===== src/rtl/mem_decoder_mr_pkg.sv =====
// Shared types for the multi-region data-path decoder: size/cause codes, FSM states,
// default region map and the byte-enable helper.
package mem_decoder_pkg;

  typedef enum logic [1:0] {
    SZ_BYTE = 2'd0,
    SZ_HALF = 2'd1,
    SZ_WORD = 2'd2,
    SZ_RSVD = 2'd3
  } size_t;

  typedef enum logic [1:0] {
    CAUSE_NONE     = 2'd0,
    CAUSE_UNMAPPED = 2'd1,
    CAUSE_MISALIGN = 2'd2,
    CAUSE_BADSIZE  = 2'd3
  } cause_t;

  typedef enum logic [1:0] {
    ST_IDLE      = 2'd0,
    ST_MMIO_WAIT = 2'd1,
    ST_DONE      = 2'd2
  } state_t;

  localparam logic [31:0] DEF_GLOBAL_BASE  = 32'h1001_0000;
  localparam int          DEF_GLOBAL_WORDS = 1024;
  localparam logic [31:0] DEF_STACK_BASE   = 32'h7FFF_EFFC;
  localparam int          DEF_STACK_WORDS  = 1024;
  localparam logic [31:0] DEF_MMIO_BASE    = 32'hFFFF_0000;
  localparam int          DEF_MMIO_WORDS   = 4;

  // Little-endian lane mask; misaligned sizes never reach here.
  function automatic logic [3:0] beFor(input logic [1:0] size, input logic [1:0] lo);
    case (size)
      SZ_BYTE: return 4'b0001 << lo;
      SZ_HALF: return 4'b0011 << lo;
      default: return 4'b1111;
    endcase
  endfunction

endpackage


===== src/rtl/mem_decoder_mr_if.sv =====
// Load/store request, RAM/MMIO strobes, response and sticky-fault signals of the decoder.
// master = load/store stage side, slave = decoder side.
interface mem_decoder_mr_if #(
  parameter int PADDR_W = 11,
  parameter int MMIO_AW = 2
);
  logic               req_valid;
  logic               req_ready;
  logic [31:0]        req_addr;
  logic               req_write;
  logic [1:0]         req_size;
  logic [PADDR_W-1:0] ram_addr;
  logic               ram_en;
  logic               ram_we;
  logic [3:0]         ram_be;
  logic [MMIO_AW-1:0] mmio_addr;
  logic               mmio_en;
  logic               mmio_we;
  logic               resp_valid;
  logic               resp_fault;
  logic               fault;
  logic [1:0]         fault_cause;
  logic [31:0]        bad_vaddr;
  logic               fault_clr;

  modport master (
    output req_valid, req_addr, req_write, req_size, fault_clr,
    input  req_ready, ram_addr, ram_en, ram_we, ram_be, mmio_addr, mmio_en, mmio_we,
           resp_valid, resp_fault, fault, fault_cause, bad_vaddr
  );

  modport slave (
    input  req_valid, req_addr, req_write, req_size, fault_clr,
    output req_ready, ram_addr, ram_en, ram_we, ram_be, mmio_addr, mmio_en, mmio_we,
           resp_valid, resp_fault, fault, fault_cause, bad_vaddr
  );
endinterface


===== src/rtl/mem_decoder_mr_region_match.sv =====
// Half-open [BASE, BASE+4*WORDS) range check with word offset; purely combinational,
// zero latency, no backpressure.
module mem_region_match #(
  parameter logic [31:0] BASE  = 32'h0,
  parameter int unsigned WORDS = 1
) (
  input  logic [31:0] addr,
  output logic        hit,
  output logic [31:0] woff
);
  localparam logic [31:0] SPAN = 32'(WORDS) << 2;

  logic [31:0] diff;

  // Unsigned compare on the difference avoids overflow of BASE+SPAN.
  assign diff = addr - BASE;
  assign hit  = (addr >= BASE) && (diff < SPAN);
  assign woff = diff >> 2;
endmodule


===== src/rtl/mem_decoder_mr.sv =====
// Registered virtual-to-physical decoder: RAM/fault respond 1 cycle after accept, MMIO after
// 1+MMIO_WAIT; one access outstanding, req_ready low from accept until the response cycle ends.
module mem_decoder_mr
  import mem_decoder_pkg::*;
#(
  parameter int          PADDR_W      = 11,
  parameter logic [31:0] GLOBAL_BASE  = DEF_GLOBAL_BASE,
  parameter int          GLOBAL_WORDS = DEF_GLOBAL_WORDS,
  parameter logic [31:0] STACK_BASE   = DEF_STACK_BASE,
  parameter int          STACK_WORDS  = DEF_STACK_WORDS,
  parameter logic [31:0] MMIO_BASE    = DEF_MMIO_BASE,
  parameter int          MMIO_WORDS   = DEF_MMIO_WORDS,
  parameter int          MMIO_AW      = 2,
  parameter int          MMIO_WAIT    = 2
) (
  input logic            clk,
  input logic            rst,
  mem_decoder_mr_if.slave bus
);
  localparam int WAIT_W = (MMIO_WAIT > 0) ? $clog2(MMIO_WAIT + 1) : 1;

  state_t state, stateNext;
  logic gHit, sHit, mHit;
  logic [31:0] gOff, sOff, mOff;
  logic accept, isMmio;
  cause_t cause;
  logic [PADDR_W-1:0] ramIdx;

  logic               accFault, accWe;
  logic [PADDR_W-1:0] accAddr;
  logic [3:0]         accBe;
  logic [MMIO_AW-1:0] accMmio;
  logic [WAIT_W-1:0]  waitCnt;
  logic               faultQ;
  cause_t             causeQ;
  logic [31:0]        badQ;
  logic ramEn, mmioEn, respValid, respFault;

  mem_region_match #(.BASE(GLOBAL_BASE), .WORDS(GLOBAL_WORDS)) uGlobal (
    .addr(bus.req_addr), .hit(gHit), .woff(gOff));
  mem_region_match #(.BASE(STACK_BASE), .WORDS(STACK_WORDS)) uStack (
    .addr(bus.req_addr), .hit(sHit), .woff(sOff));
  mem_region_match #(.BASE(MMIO_BASE), .WORDS(MMIO_WORDS)) uMmio (
    .addr(bus.req_addr), .hit(mHit), .woff(mOff));

  assign accept = bus.req_valid && (state == ST_IDLE);
  assign isMmio = (cause == CAUSE_NONE) && mHit && !gHit && !sHit;

  always_comb begin
    cause = CAUSE_NONE;
    if (bus.req_size == SZ_RSVD)
      cause = CAUSE_BADSIZE;
    else if ((bus.req_size == SZ_HALF && bus.req_addr[0]) ||
             (bus.req_size == SZ_WORD && bus.req_addr[1:0] != 2'b00))
      cause = CAUSE_MISALIGN;
    else if (!(gHit || sHit || mHit))
      cause = CAUSE_UNMAPPED;
    ramIdx = gHit ? PADDR_W'(gOff) : PADDR_W'(32'(GLOBAL_WORDS) + sOff);
  end

  always_ff @(posedge clk) begin
    if (rst) state <= ST_IDLE;
    else     state <= stateNext;
  end

  always_comb begin
    stateNext = state;
    ramEn     = 1'b0;
    mmioEn    = 1'b0;
    respValid = 1'b0;
    respFault = 1'b0;
    case (state)
      ST_IDLE: begin
        if (accept) stateNext = isMmio ? ST_MMIO_WAIT : ST_DONE;
      end
      ST_MMIO_WAIT: begin
        mmioEn = 1'b1;
        if (waitCnt == '0) begin
          respValid = 1'b1;
          stateNext = ST_IDLE;
        end
      end
      ST_DONE: begin
        ramEn     = !accFault;
        respValid = 1'b1;
        respFault = accFault;
        stateNext = ST_IDLE;
      end
      default: stateNext = ST_IDLE;
    endcase
  end

  always_ff @(posedge clk) begin
    if (rst) begin
      accFault <= 1'b0;
      accWe    <= 1'b0;
      accAddr  <= '0;
      accBe    <= '0;
      accMmio  <= '0;
      waitCnt  <= '0;
    end else if (accept) begin
      accFault <= (cause != CAUSE_NONE);
      accWe    <= bus.req_write;
      accAddr  <= ramIdx;
      accBe    <= beFor(bus.req_size, bus.req_addr[1:0]);
      accMmio  <= MMIO_AW'(mOff);
      waitCnt  <= WAIT_W'(MMIO_WAIT);
    end else if (state == ST_MMIO_WAIT && waitCnt != '0) begin
      waitCnt <= waitCnt - 1'b1;
    end
  end

  // A clear issued together with a new fault lets the new fault be captured.
  always_ff @(posedge clk) begin
    if (rst) begin
      faultQ <= 1'b0;
      causeQ <= CAUSE_NONE;
      badQ   <= '0;
    end else if (accept && cause != CAUSE_NONE && (!faultQ || bus.fault_clr)) begin
      faultQ <= 1'b1;
      causeQ <= cause;
      badQ   <= bus.req_addr;
    end else if (bus.fault_clr) begin
      faultQ <= 1'b0;
      causeQ <= CAUSE_NONE;
      badQ   <= '0;
    end
  end

  assign bus.req_ready   = (state == ST_IDLE);
  assign bus.ram_en      = ramEn;
  assign bus.ram_we      = ramEn && accWe;
  assign bus.ram_addr    = ramEn ? accAddr : '0;
  assign bus.ram_be      = ramEn ? accBe : '0;
  assign bus.mmio_en     = mmioEn;
  assign bus.mmio_we     = mmioEn && accWe;
  assign bus.mmio_addr   = mmioEn ? accMmio : '0;
  assign bus.resp_valid  = respValid;
  assign bus.resp_fault  = respFault;
  assign bus.fault       = faultQ;
  assign bus.fault_cause = causeQ;
  assign bus.bad_vaddr   = badQ;
endmodule


===== src/flat_wrapper.sv =====
// flat-port wrapper written by rule: the top's interface ports become plain ports
module mem_decoder_mr_flat import mem_decoder_pkg::*;
#(
  parameter int          PADDR_W      = 11,
  parameter logic [31:0] GLOBAL_BASE  = DEF_GLOBAL_BASE,
  parameter int          GLOBAL_WORDS = DEF_GLOBAL_WORDS,
  parameter logic [31:0] STACK_BASE   = DEF_STACK_BASE,
  parameter int          STACK_WORDS  = DEF_STACK_WORDS,
  parameter logic [31:0] MMIO_BASE    = DEF_MMIO_BASE,
  parameter int          MMIO_WORDS   = DEF_MMIO_WORDS,
  parameter int          MMIO_AW      = 2,
  parameter int          MMIO_WAIT    = 2
)
  (clk, rst, bus_req_valid, bus_req_addr, bus_req_write, bus_req_size, bus_fault_clr, bus_req_ready, bus_ram_addr, bus_ram_en, bus_ram_we, bus_ram_be, bus_mmio_addr, bus_mmio_en, bus_mmio_we, bus_resp_valid, bus_resp_fault, bus_fault, bus_fault_cause, bus_bad_vaddr);
  mem_decoder_mr_if #(.PADDR_W(PADDR_W), .MMIO_AW(MMIO_AW)) bus_i ();
  input logic clk;
  input logic rst;
  input wire logic [$bits(bus_i.req_valid)-1:0] bus_req_valid;
  input wire logic [$bits(bus_i.req_addr)-1:0] bus_req_addr;
  input wire logic [$bits(bus_i.req_write)-1:0] bus_req_write;
  input wire logic [$bits(bus_i.req_size)-1:0] bus_req_size;
  input wire logic [$bits(bus_i.fault_clr)-1:0] bus_fault_clr;
  output wire logic [$bits(bus_i.req_ready)-1:0] bus_req_ready;
  output wire logic [$bits(bus_i.ram_addr)-1:0] bus_ram_addr;
  output wire logic [$bits(bus_i.ram_en)-1:0] bus_ram_en;
  output wire logic [$bits(bus_i.ram_we)-1:0] bus_ram_we;
  output wire logic [$bits(bus_i.ram_be)-1:0] bus_ram_be;
  output wire logic [$bits(bus_i.mmio_addr)-1:0] bus_mmio_addr;
  output wire logic [$bits(bus_i.mmio_en)-1:0] bus_mmio_en;
  output wire logic [$bits(bus_i.mmio_we)-1:0] bus_mmio_we;
  output wire logic [$bits(bus_i.resp_valid)-1:0] bus_resp_valid;
  output wire logic [$bits(bus_i.resp_fault)-1:0] bus_resp_fault;
  output wire logic [$bits(bus_i.fault)-1:0] bus_fault;
  output wire logic [$bits(bus_i.fault_cause)-1:0] bus_fault_cause;
  output wire logic [$bits(bus_i.bad_vaddr)-1:0] bus_bad_vaddr;
  assign bus_i.req_valid = bus_req_valid;
  assign bus_i.req_addr = bus_req_addr;
  assign bus_i.req_write = bus_req_write;
  assign bus_i.req_size = bus_req_size;
  assign bus_i.fault_clr = bus_fault_clr;
  assign bus_req_ready = bus_i.req_ready;
  assign bus_ram_addr = bus_i.ram_addr;
  assign bus_ram_en = bus_i.ram_en;
  assign bus_ram_we = bus_i.ram_we;
  assign bus_ram_be = bus_i.ram_be;
  assign bus_mmio_addr = bus_i.mmio_addr;
  assign bus_mmio_en = bus_i.mmio_en;
  assign bus_mmio_we = bus_i.mmio_we;
  assign bus_resp_valid = bus_i.resp_valid;
  assign bus_resp_fault = bus_i.resp_fault;
  assign bus_fault = bus_i.fault;
  assign bus_fault_cause = bus_i.fault_cause;
  assign bus_bad_vaddr = bus_i.bad_vaddr;
  mem_decoder_mr #(.PADDR_W(PADDR_W), .GLOBAL_BASE(GLOBAL_BASE), .GLOBAL_WORDS(GLOBAL_WORDS), .STACK_BASE(STACK_BASE), .STACK_WORDS(STACK_WORDS), .MMIO_BASE(MMIO_BASE), .MMIO_WORDS(MMIO_WORDS), .MMIO_AW(MMIO_AW), .MMIO_WAIT(MMIO_WAIT)) u_core (.clk(clk), .rst(rst), .bus(bus_i));
endmodule

===== config.mk =====
export PLATFORM = sky130hd
export DESIGN_NAME = mem_decoder_mr_flat
export DESIGN_NICKNAME = d
export VERILOG_FILES = /design/src/rtl/mem_decoder_mr_pkg.sv /design/src/rtl/mem_decoder_mr_if.sv /design/src/rtl/mem_decoder_mr_region_match.sv /design/src/rtl/mem_decoder_mr.sv /design/src/flat_wrapper.sv
export SDC_FILE = /design/constraint.sdc
export NUM_CORES = 1
export LEC_CHECK = 0
export CORE_MARGIN = 2
export CORE_UTILIZATION = 35
export CTS_BUF_LIST = sky130_fd_sc_hd__clkbuf_4
export DETAILED_ROUTE_END_ITERATION = 10
export SKIP_LAST_GASP = 1
export SLEW_MARGIN = 30
export SYNTH_ARGS = -nofsm -noshare
export SYNTH_HDL_FRONTEND = slang
export SYNTH_SLANG_ARGS = --single-unit

===== constraint.sdc =====
create_clock -name clk -period 4.1 [get_ports clk]
set_clock_uncertainty 0.05 [all_clocks]
set_input_delay 0.82 -clock clk [delete_from_list [all_inputs] [get_ports clk]]
set_output_delay 0.82 -clock clk [all_outputs]
set_load 0.05 [all_outputs]

### Word level (Yosys, flattened, before mapping)

Cells that the tools add are included.
W data, S select, Z words.

* flip-flop bits (word level): 58
* input bits: 39
* output and inout port bits: 59
* logic and storage cells: 89

* $add $sub $neg: 5
* order comparisons: 6
* reductions and logical operators: 33
* mux-type cells: 25
* shifts and indexed selects: 2
* eq/ne operators: 7

Operator list (count)
* $lt A32 B13 Y1 const B: 2
* $mux W32: 2
* $ge A32 B29 Y1 const B: 1
* $ge A32 B31 Y1 const B: 1
* $ge A32 B32 Y1 const B: 1
* $lt A32 B5 Y1 const B: 1
* $sub A32 B29 Y32 const B: 1
* $sub A32 B31 Y32 const B: 1
* $sub A32 B32 Y32 const B: 1
* $mux W11: 2
* $mux W2: 10
* $logic_and A1 B1 Y1: 14
* $add A11 B11 Y11 const A: 1
* $reduce_bool A2 Y1: 5
* $logic_not A2 Y1: 4
* $pmux W4 S2: 1
* $mux W1: 7
* $eq A2 B2 Y1 const B: 3
* $eq A2 B1 Y1 const B: 2
* $logic_not A1 Y1: 4
* $logic_or A1 B1 Y1: 4
* $mux W4: 1
* $ne A2 B1 Y1 const B: 2
* $pmux W2 S2: 1
* other kinds (6): 6

### Depth between registers and ports, before layout

Gate-level depths: netlist of run 1.

* word-level depth: 15
* depth in mapped cells: 11
* depth with buffers taken out: 9

### Modules after synthesis

Synthesis of run 1 repeated with hierarchy kept, for this count alone.

* cell total of the unflattened synthesis: 630
* area, all modules: 5283.8 um2

By module, submodules not included
* mem_decoder_mr: times used 1, area each 3299.4 um2, cells each 355, seq. area each 1161.1 um2
* mem_region_match at u_core.uStack: times used 1, area each 834.6 um2, cells each 117, seq. area each 0.0 um2
* mem_region_match at u_core.uGlobal: times used 1, area each 593.1 um2, cells each 82, seq. area each 0.0 um2
* mem_region_match at u_core.uMmio: times used 1, area each 556.8 um2, cells each 76, seq. area each 0.0 um2

### Worst setup path after synthesis of run 1

OpenSTA, ideal clock, no wires.

* kind: input-to-reg
* start point: in bus_req_addr[15]
* end point: reg u_core.badQ[0], in the netlist u_core.bus.bad_vaddr[0]
* stages on the path: 10
* library setup time: 120 ps
* data required time: 3930 ps
* setup slack: 1032 ps
* arrival time: 2899 ps
* path buffers: 2
* path through: buf_6 or3_1 o31ai_2 o311ai_1 or4_4 nor4_4 and4_4 o21ai_4 buf_6 mux2i_1

* cells in the longest elaborated chain, start to end: 12
* elaborated cells between the ends (all ways): 22
* classes of those cells: add/sub: 3; order compare: 6; mux: 4; reduce/logical: 9

Ends and longest elaborated chain
* from (decl): line flat_wrapper.sv:19 `input wire logic [$bits(bus_i.req_addr)-1:0] bus_req_addr;`
* $sub A32 B29 Y32 or $sub A32 B31 Y32 (tied branches): line mem_decoder_mr_region_match.sv:16 `assign diff = addr - BASE;`
* $lt A32 B13 Y1: line mem_decoder_mr_region_match.sv:17 `assign hit = (addr >= BASE) && (diff < SPAN);`
* $logic_and A1 B1 Y1: line mem_decoder_mr_region_match.sv:17
* $logic_or A1 B1 Y1: line mem_decoder_mr.sv:56 `else if (!(gHit || sHit || mHit))`
* $logic_or A1 B1 Y1 *: line mem_decoder_mr.sv:56
* $mux W1 *: line mem_decoder_mr.sv:56
* $mux W2 *: line mem_decoder_mr.sv:53 `else if ((bus.req_size == SZ_HALF && bus.req_addr[0]) ||`
* $mux W2 *: line mem_decoder_mr.sv:51 `if (bus.req_size == SZ_RSVD)`
* $reduce_bool A2 Y1 *: line mem_decoder_mr.sv:119 `end else if (accept && cause != CAUSE_NONE && (!faultQ || bus.fault_clr)) begin`
* $logic_and A1 B1 Y1 * (2 in a row): line mem_decoder_mr.sv:119
* $mux W32 or $reduce_bool A2 Y1 (tied branches)
* to (signal assigned): line mem_decoder_mr.sv:122 `badQ <= bus.req_addr;`
* to (decl): line mem_decoder_mr.sv:36 `logic [31:0] badQ;`

Mark *: on every way between the ends. The rest lies on a longest branch, timed or not.
A chain may end at the register's enable or synchronous reset.

### Worst setup path in the final report of run 1

* start point: reg u_core.state[0]
* end point: out bus_ram_addr[9]

* cells in the longest elaborated chain, start to end: 3

Ends and longest elaborated chain
* from (decl): line mem_decoder_mr.sv:22 `state_t state, stateNext;`
* from (signal assigned): line mem_decoder_mr.sv:63 `else state <= stateNext;`
* $eq A2 B2 Y1: line mem_decoder_mr.sv:72 `case (state)`
* $mux W1: line mem_decoder_mr.sv:72
* $mux W11: line mem_decoder_mr.sv:133 `assign bus.ram_addr = ramEn ? accAddr : '0;`
* to (decl): line flat_wrapper.sv:24 `output wire logic [$bits(bus_i.ram_addr)-1:0] bus_ram_addr;`

No other way between the ends.

==> impl_metrics.yaml, run 1 <==
critical_path:
  critPathBufInv: 3
  worst_path_largest_cell_delay_ps: 810
  critPathArrivalTime_ps: 2550
  crit_family: "buffers and inverters"
  critPathSlowestCell: "clkdlybuf4s50_1"
  path_cells: "inv_1 > ha_1 > nor2b_1 > buf_4 > and2_1 > clkdlybuf4s50_1"
  start_kind: "register"
  crit_type: "register to output port"
  end_kind: "output port"
  crit_start: "u_core.state[0]"
  rr_startpoint: "u_core.state[0]"
  worstPathMaxFanout: 12
  required_ps: 3230
run_status:
  outcome: "finished clean"
synth:
  synth-edff-count: 0
  async_reset_ff_frac: 0
  syn_nets: 511
  yosys_most_used_dff: "dfxtp_1"
  avgSynthCellArea_sq_um: 8.14
  synth_warnings: 0
  yosys_register_bits: 58
  ys_seq_area_frac: 0.306
  synthCells: 466
  syn_area_sq_mm: 0.00379
  synth.distinct_cells: 55
clock_network:
  post_cts_buffers: 0
  cts_buffers: 9
  htreeDepth: 3
  clock_sinks: 58
  clock-root-buffer: "clkbuf_4"
  cts_tree: "built"
  cts_resized: 0
  holdBufCountCts: 0
  clkSlewWorstSetupHoldPaths_ps: 120
  clk_path_buf_depth: 2
  clk_latency_ps: 410
sta:
  setup_violations: 0
  grt_setup_unrepaired: "false"
  max_freq_mhz: 292
  worst_pin_slew_ps: 807
  post-route-period-util: 0.834
  period_minus_slack_ps: 3420
  final_max_slew_viol_count: 0
  tns_ps: 0
  hold_viol_final: 0
  maxSlewHeadroom: 0.462
  hold_ws_ps: 410
floorplan:
  fp.dieH_microns: 108
  core_sq_mm: 0.0107
  fp.dieW_microns: 108
  initial_core_util: 0.355
  rows: 38
  io_pins: 98
  die_area_sq_mm: 0.0117
power_and_ir_drop:
  p_seq_frac: 0.381
  clkPwrFrac: 0.341
  p_leak_nw: 1.89
  swShare: 0.333
  power.internal_mw: 1.09
  power_density_mw_per_mm2: 317
  peakVddDrop_mv: 0.130
  net-switching-power_mw: 0.546
  pwr-share-comb: 0.278
global_route:
  grt_max_degree: 52
  antenna_found_initial: 0
  track_usage: 0.201
  grt_pass1_wl_microns: 18500
  grt_pass1_vias: 3576
  grt.overflow.total: 0
drt:
  drtIter0Drc: 176
  drt_wl_total_microns: 11500
  vias_per_cell: 5.26
  dr.pass1.iters: 4
  wl_per_cell_microns: 16.2
  vias: 3740
  ant_nets: 0
  drc: 0
place:
  io_buffer_count: 97
  dp.cells: 695
  gp_congestion: 0.849
  hpwl_microns: 8300
cells_and_area:
  antenna_cells: 0
  syn_to_final_growth_pct: 36.1
  final_net_count: 611
  final_cell_mix: "96 x clkdlybuf4s50_1, 58 x dfxtp_1, 37 x nand2b_1"
  multi_input_area_sq_mm: 0.00241
  mostFrequentLayoutCell: "clkdlybuf4s50_1"
  fin_cells: 711
  fillerInstances: 1091
  drive_gt1_frac: 0.142
  seq_area_sq_mm: 0.00116
worst_hold_path:
  min_from: "u_core.accAddr[0]"
  hold_path_class: "register to register"
run:
  cap_violations: 0
-- path summary, 6_finish.rpt --
kind	endpoint	slack, ps	depth (start not counted)
worst max-delay path	bus_ram_addr[9]	680	6
worst min-delay path	u_core.accAddr[0]	410	2
worst max register to register	u_core.bus.bad_vaddr[19]	1880	8
worst min register to register	u_core.accAddr[0]	410	2
-- cell type report --
cell class | instances | area share
clock inverter | 7 | 0.0228
timing repair buffer | 122 | 0.226
clock buffer | 9 | 0.0131
multi-input combinational | 359 | 0.468
sequential | 58 | 0.225
inverter | 16 | 0.0116
tap | 140 | 0.0339
-- metrics by stage --
| stage | utilization | power (mW) | setup WS (ps) | area, sq um |
|---|---|---|---|---|
| after detailed placement | 0.465 | 1.09 | 298 | 4970 |
| after global routing | 0.482 | 1.71 | 428 | 5160 |
| after CTS | 0.482 | 1.65 | 644 | 5160 |
| final | 0.482 | 1.64 | 680 | 5160 |
| after floorplan | - | 0.920 | 1030 | 3790 |
| after global placement | 0.465 | 1.09 | 361 | 4970 |
-- layer usage --
metal | GRT usage | up-vias | part of all wire
li1 | - | 1867 | -
met1 | 0.282 | 1737 | 0.47
met5 | 0 | - | 0
met3 | 0.0410 | 15 | 0.070
met4 | 0.0513 | 0 | 0.013
met2 | 0.314 | 121 | 0.45
-- registers in the layout (all words and copies together) (netlist names) --
name                    cells
u_core.bus.bad_vaddr       32
u_core.accAddr             11
u_core.accBe                4
u_core.accMmio              2
u_core.bus.fault_cause      2
u_core.state                2
u_core.waitCnt              2
u_core.accFault             1
u_core.accWe                1
u_core.bus.fault            1
-- tightest hold or removal path: cells and delay by family (launching register included) --
kind	cells	cell delay [ps]
AOI/OAI and AO/OA	1	50
DFF	1	320
and+or+nand+nor	1	50
-- cells in the mapped netlist (2+ instances only) --
library cell / count / area share
clkbuf_1: 24 / 0.024
o21ai_0: 11 / 0.015
o22ai_1: 2 / 0.0033
xor2_1: 6 / 0.014
nand2_1: 30 / 0.030
nand3b_1: 5 / 0.0099
a311oi_1: 2 / 0.0046
nor3b_1: 2 / 0.0040
a21oi_1: 21 / 0.028
nor2_1: 33 / 0.033
mux2i_1: 33 / 0.087
nand2b_1: 37 / 0.061
a31oi_1: 5 / 0.0082
nor4_1: 9 / 0.015
and2_1: 21 / 0.035
ha_1: 6 / 0.020
and3_1: 2 / 0.0033
and4_1: 3 / 0.0069
buf_6: 4 / 0.012
a211o_1: 2 / 0.0046
o31a_1: 2 / 0.0046
or3b_2: 32 / 0.074
nor3_1: 17 / 0.022
nand4_1: 13 / 0.021
buf_2: 4 / 0.0053
xnor2_1: 5 / 0.012
nor2b_1: 6 / 0.0099
or3_1: 2 / 0.0033
dfxtp_1: 58 / 0.31
nand3_1: 13 / 0.017
a211oi_1: 11 / 0.022
o31ai_1: 6 / 0.012
inv_1: 16 / 0.016
a21o_1: 2 / 0.0040
-- power groups by stage --
stage          Combinational [mW]  Clock [mW]  Sequential, mW
2_1_floorplan               0.208           0           0.712
6_report                    0.456       0.558           0.623
4_1_cts                     0.458       0.569           0.624
3_5_place_dp                0.456           0           0.636
3_3_place_gp                0.451           0           0.636
5_1_grt                     0.489       0.597           0.628
-- kinds of logic after synthesis --
group	after synthesis	share of synthesized area
simple gates	232	0.366
compound gates	76	0.135
flops	58	0.306
buf+inv	49	0.0577
mux	34	0.0901
xor+xnor	11	0.0254
fa+ha+maj	6	0.0198
(Power assumes the default switching activity.)
==> run 2: changes to the inputs <==
Clock period 4.1 ns to 3.1 ns, I/O delays scaled along.
==> run 2 against run 1 <==
Against the previous run:
- sequential cell count did not move
- wire length is 5.7% higher
- cell count rose by 7.6%
==> impl_metrics.yaml, run 2 (synthesized netlist as in run 1, its figures left out) <==
place:
  dp.cells: 748
  hpwl_microns: 9190
  io_buffer_count: 97
  gp_congestion: 0.946
floorplan:
  fp.dieH_microns: 108
  core_sq_mm: 0.0107
  die_area_sq_mm: 0.0117
  rows: 38
  fp.dieW_microns: 108
  initial_core_util: 0.355
  io_pins: 98
cells_and_area:
  syn_to_final_growth_pct: 45.3
  drive_gt1_frac: 0.248
  largest_reg_flops: 32
  fillerInstances: 1066
  final_net_count: 664
  fin_cells: 765
  final_cell_mix: "93 x buf_4, 79 x clkdlybuf4s50_1, 58 x dfxtp_1"
  mostFrequentLayoutCell: "buf_4"
clock_network:
  clk_path_buf_depth: 2
  clock_sinks: 58
  clkSlewWorstSetupHoldPaths_ps: 110
  clock-root-buffer: "clkbuf_4"
  clk_latency_ps: 400
  cts_tree: "built"
  post_cts_buffers: 0
  htreeDepth: 3
  cts_buffers: 9
sta:
  post-route-period-util: 0.972
  hold_viol_final: 0
  hold_ws_ps: 412
  maxSlewHeadroom: 0.579
  final_max_slew_viol_count: 0
  grt_setup_unrepaired: "false"
  setup_violations: 0
  worst_pin_slew_ps: 631
  max_freq_mhz: 332
  period_minus_slack_ps: 3010
global_route:
  track_usage: 0.213
  antenna_found_initial: 1
  grt.overflow.total: 0
  grt_pass1_wl_microns: 19500
  grt_pass1_vias: 3838
  grt_max_degree: 39
drt:
  wl_per_cell_microns: 15.9
  dr.pass1.iters: 5
  drtIter0Drc: 212
  vias_per_cell: 5.23
  drc: 0
  drt_wl_total_microns: 12200
  vias: 4000
  ant_nets: 0
power_and_ir_drop:
  p_leak_nw: 2.15
  peakVddDrop_mv: 0.184
  power_density_mw_per_mm2: 370
run_status:
  outcome: "finished clean"
worst_hold_path:
  min_delay_path_depth: 2
  hold_path_class: "register to register"
critical_path:
  worst_path_largest_cell_delay_ps: 540
  start_kind: "input port"
  critPathArrivalTime_ps: 3260
  required_ps: 3350
  r2r_cells: 8
  path_cells: "clkdlybuf4s50_1 > or3_1 > o31ai_2 > o311ai_1 > or4_4 > nor4_4 > and4_4 > o21ai_4 > buf_4 > mux2i_2"
  end_kind: "register"
  critPathSlowestCell: "or4_4"
  crit_type: "input port to register"
  worstPathMaxFanout: 9
run:
  cap_violations: 0
## run 2: report_power, final
part,switching (mW),leakage [nW],internal (mW),total [mW]
sequential,0.0270,0.477,0.798,0.825
clock,0.311,0.0675,0.248,0.560
combinational,0.378,1.61,0.278,0.656
total,0.716,2.15,1.32,2.04
## run 2: path summary, 6_finish.rpt
kind | slack, ps | startpoint | end
worst min-delay path | 410 | u_core.accAddr[0] | u_core.accAddr[0]
worst min register to register | 410 | u_core.accAddr[0] | u_core.accAddr[0]
worst max register to register | 1140 | u_core.state[0] | u_core.bus.bad_vaddr[8]
worst max-delay path | 90 | bus_req_addr[13] | u_core.bus.bad_vaddr[8]
## run 2: what timing repair did
item,CTS,global route
gates resized for setup,0,7
endpoints found under the setup margin,0,25
hold buffers,0,0
## run 2: per-stage QoR
| step | instance area (sq um) | setup slack (ps) | total power [mW] | utilization | TNS (ps) |
|---|---|---|---|---|---|
| floorplan | 3790 | 232 | 1.22 | - | 0 |
| global placement | 5340 | -313 | 1.49 | 0.499 | -10200 |
| detailed placement | 5340 | -337 | 1.49 | 0.499 | -9990 |
| CTS | 5480 | 123 | 2.06 | 0.512 | 0 |
| global route | 5510 | 0.892 | 2.14 | 0.515 | 0 |
| finish | 5510 | 88.2 | 2.04 | 0.515 | 0 |
## run 2: worst max-delay path: cells and delay by family
family                 cells  cell delay, ps
AND/OR/NAND/NOR            4            1480
buffers and inverters      2             620
AO/OA/AOI/OAI              3             390
multiplexers               1             160
## run 2: area by class of cell
cell class	instances	area, sq um	share of cell area
multi-input cells	359	2440	0.444
repair buffers	175	1530	0.278
flip-flops and latches	58	1160	0.211
well taps	140	175	0.0318
clock buffers	10	75.1	0.0136
inverters	16	60.1	0.0109
clock inverters	6	57.6	0.0104
diodes	1	2.50	0.000454
## run 2: per-layer routing
layer,up-vias,wire length [microns],global-route usage,part of all wire
li1,1969,-,-,-
met1,1899,5930,0.295,0.49
met2,119,5460,0.334,0.45
met3,13,607,0.0362,0.050
met4,0,177,0.0714,0.015
met5,-,0,0,0
==> run 3: changes to the inputs <==
Settings changed: CORE_MARGIN 2 to default.
==> run 3 against run 2 <==
Against the previous run:
- maximum frequency is 1.4% higher
- global-route usage is 0.10 points lower
- die area fell by 3.7%
- clock power fell by 15%
- register-to-register slack is essentially flat
- design area is 0.32% lower
- power decreased by 4.2%
- critical path type unchanged
==> impl_metrics.yaml, run 3 (synthesized netlist as in run 1, its figures left out) <==
run_status:
  outcome: "finished clean"
sta:
  period_minus_slack_ps: 2970
  hold_ws_ps: 409
  setup_violations: 0
  worst_pin_slew_ps: 653
  maxSlewHeadroom: 0.565
  post-route-period-util: 0.958
  max_freq_mhz: 337
  tns_ps: 0
  final_max_slew_viol_count: 0
  layout_setup_ws_ps: 130
  grt_setup_unrepaired: "false"
  hold_viol_final: 0
drt:
  drtIter0Drc: 153
  ant_nets: 0
  drt_wl_total_microns: 11600
  wl_per_cell_microns: 15.2
  vias_per_cell: 5.16
  drc: 0
  dr.pass1.iters: 5
  vias: 3931
floorplan:
  core_sq_mm: 0.0104
  io_pins: 98
  rows: 37
  die_area_sq_mm: 0.0113
  fp.dieH_microns: 106
  fp.dieW_microns: 106
  initial_core_util: 0.364
cells_and_area:
  syn_to_final_growth_pct: 44.8
  largest_reg_flops: 32
  fin_cells: 762
  final_net_count: 665
  final_cell_mix: "94 x buf_4, 78 x clkdlybuf4s50_1, 58 x dfxtp_1"
  drive_gt1_frac: 0.253
  mostFrequentLayoutCell: "buf_4"
  stdcell_area_sq_mm: 0.00549
critical_path:
  critPathArrivalTime_ps: 3230
  start_kind: "input port"
  required_ps: 3360
  crit_type: "input port to register"
  worstPathMaxFanout: 20
  end_kind: "register"
power_and_ir_drop:
  power.internal_mw: 1.24
  clkPwrFrac: 0.244
  peakVddDrop_mv: 0.138
  p_seq_frac: 0.423
  power_density_mw_per_mm2: 356
  pwr-share-comb: 0.333
  swShare: 0.366
  p_leak_nw: 2.15
  net-switching-power_mw: 0.716
run:
  cap_violations: 0
clock_network:
  cts_tree: "built"
  holdBufCountCts: 0
  cts_buffers: 9
  clock_sinks: 58
  clk_path_buf_depth: 2
  post_cts_buffers: 0
  htreeDepth: 3
  clk_latency_ps: 410
  clock-root-buffer: "clkbuf_4"
  clkSlewWorstSetupHoldPaths_ps: 110
place:
  hpwl_microns: 8820
  gp_congestion: 0.889
  placed_area_sq_mm: 0.00535
  io_buffer_count: 97
  dp.cells: 745
  dpl_worst_slack_ps: -383
worst_hold_path:
  hold_path_class: "register to register"
global_route:
  track_usage: 0.212
  antenna_found_initial: 1
  grt_pass1_vias: 3715
  grt.overflow.total: 0
  grt_max_degree: 79
  grt_pass1_wl_microns: 18800
==> run 3: cell types whose count changed in the layout (fill, tap and decap cells not counted), sizes merged <==
cell	previous run	this run
buf	96	97
bufinv	1	0
clkbuf	10	9
clkdlybuf4s50	79	78
clkinvlp	2	3
dlymetal6s2s	0	1
inv	16	17
==> run 3: area by class of cell <==
class	count	area, sq um
diodes	1	2.50
clock buffers	9	67.6
clock inverters	7	45.0
fillers	1045	4920
inverters	16	60.1
multi-input cells	359	2440
flip-flops and latches	58	1160
well taps	136	170
repair buffers	176	1540
==> run 3: timing repair <==
item	CTS	global route
hold endpoints to repair	0	0
gates resized for setup	0	7
endpoints found under the setup margin	0	31
==> run 3: stage by stage <==
| step | total power [mW] | utilization |
|---|---|---|
| 6_report | 1.95 | 0.527 |
| 5_1_grt | 2.05 | 0.527 |
| 4_1_cts | 1.97 | 0.524 |
| 2_1_floorplan | 1.22 | - |
| 3_5_place_dp | 1.49 | 0.513 |
| 3_3_place_gp | 1.49 | 0.513 |
==> run 3: metal layers <==
layer  routed length, microns  up-vias  global-route usage
met4                      128        0              0.0595
met5                        0        -                   0
met1                     5600     1848               0.293
li1                         -     1980                   -
met3                      464       11              0.0307
met2                     5360       92               0.341
==> run 3: worst paths after layout <==
path | end | cells past startpoint | start | slack, ps
setup / recovery | u_core.bus.bad_vaddr[29] | 10 | bus_req_addr[13] | 130
hold / removal | u_core.accAddr[0] | 2 | u_core.accAddr[0] | 410
setup reg to reg | u_core.bus.bad_vaddr[30] | 8 | u_core.state[0] | 1140
hold reg to reg | u_core.accAddr[0] | 2 | u_core.accAddr[0] | 410
==> run 3: power groups by stage <==
stage / Sequential [mW] / Combinational (mW) / Clock (mW)
final: 0.826 / 0.651 / 0.477
after CTS: 0.826 / 0.652 / 0.496
after floorplan: 0.942 / 0.275 / 0
after global routing: 0.832 / 0.696 / 0.525
after detailed placement: 0.842 / 0.649 / 0
after global placement: 0.842 / 0.643 / 0
==> run 3: worst max-delay path, stage by stage <==
cell and delay [ps]:
clkdlybuf4s50_1 420, or3_4 400, o31ai_2 180, o311ai_1 120, or4_4 540, nor4_4 240
and4_4 280, o21ai_4 80, buf_12 180, mux2i_2 150
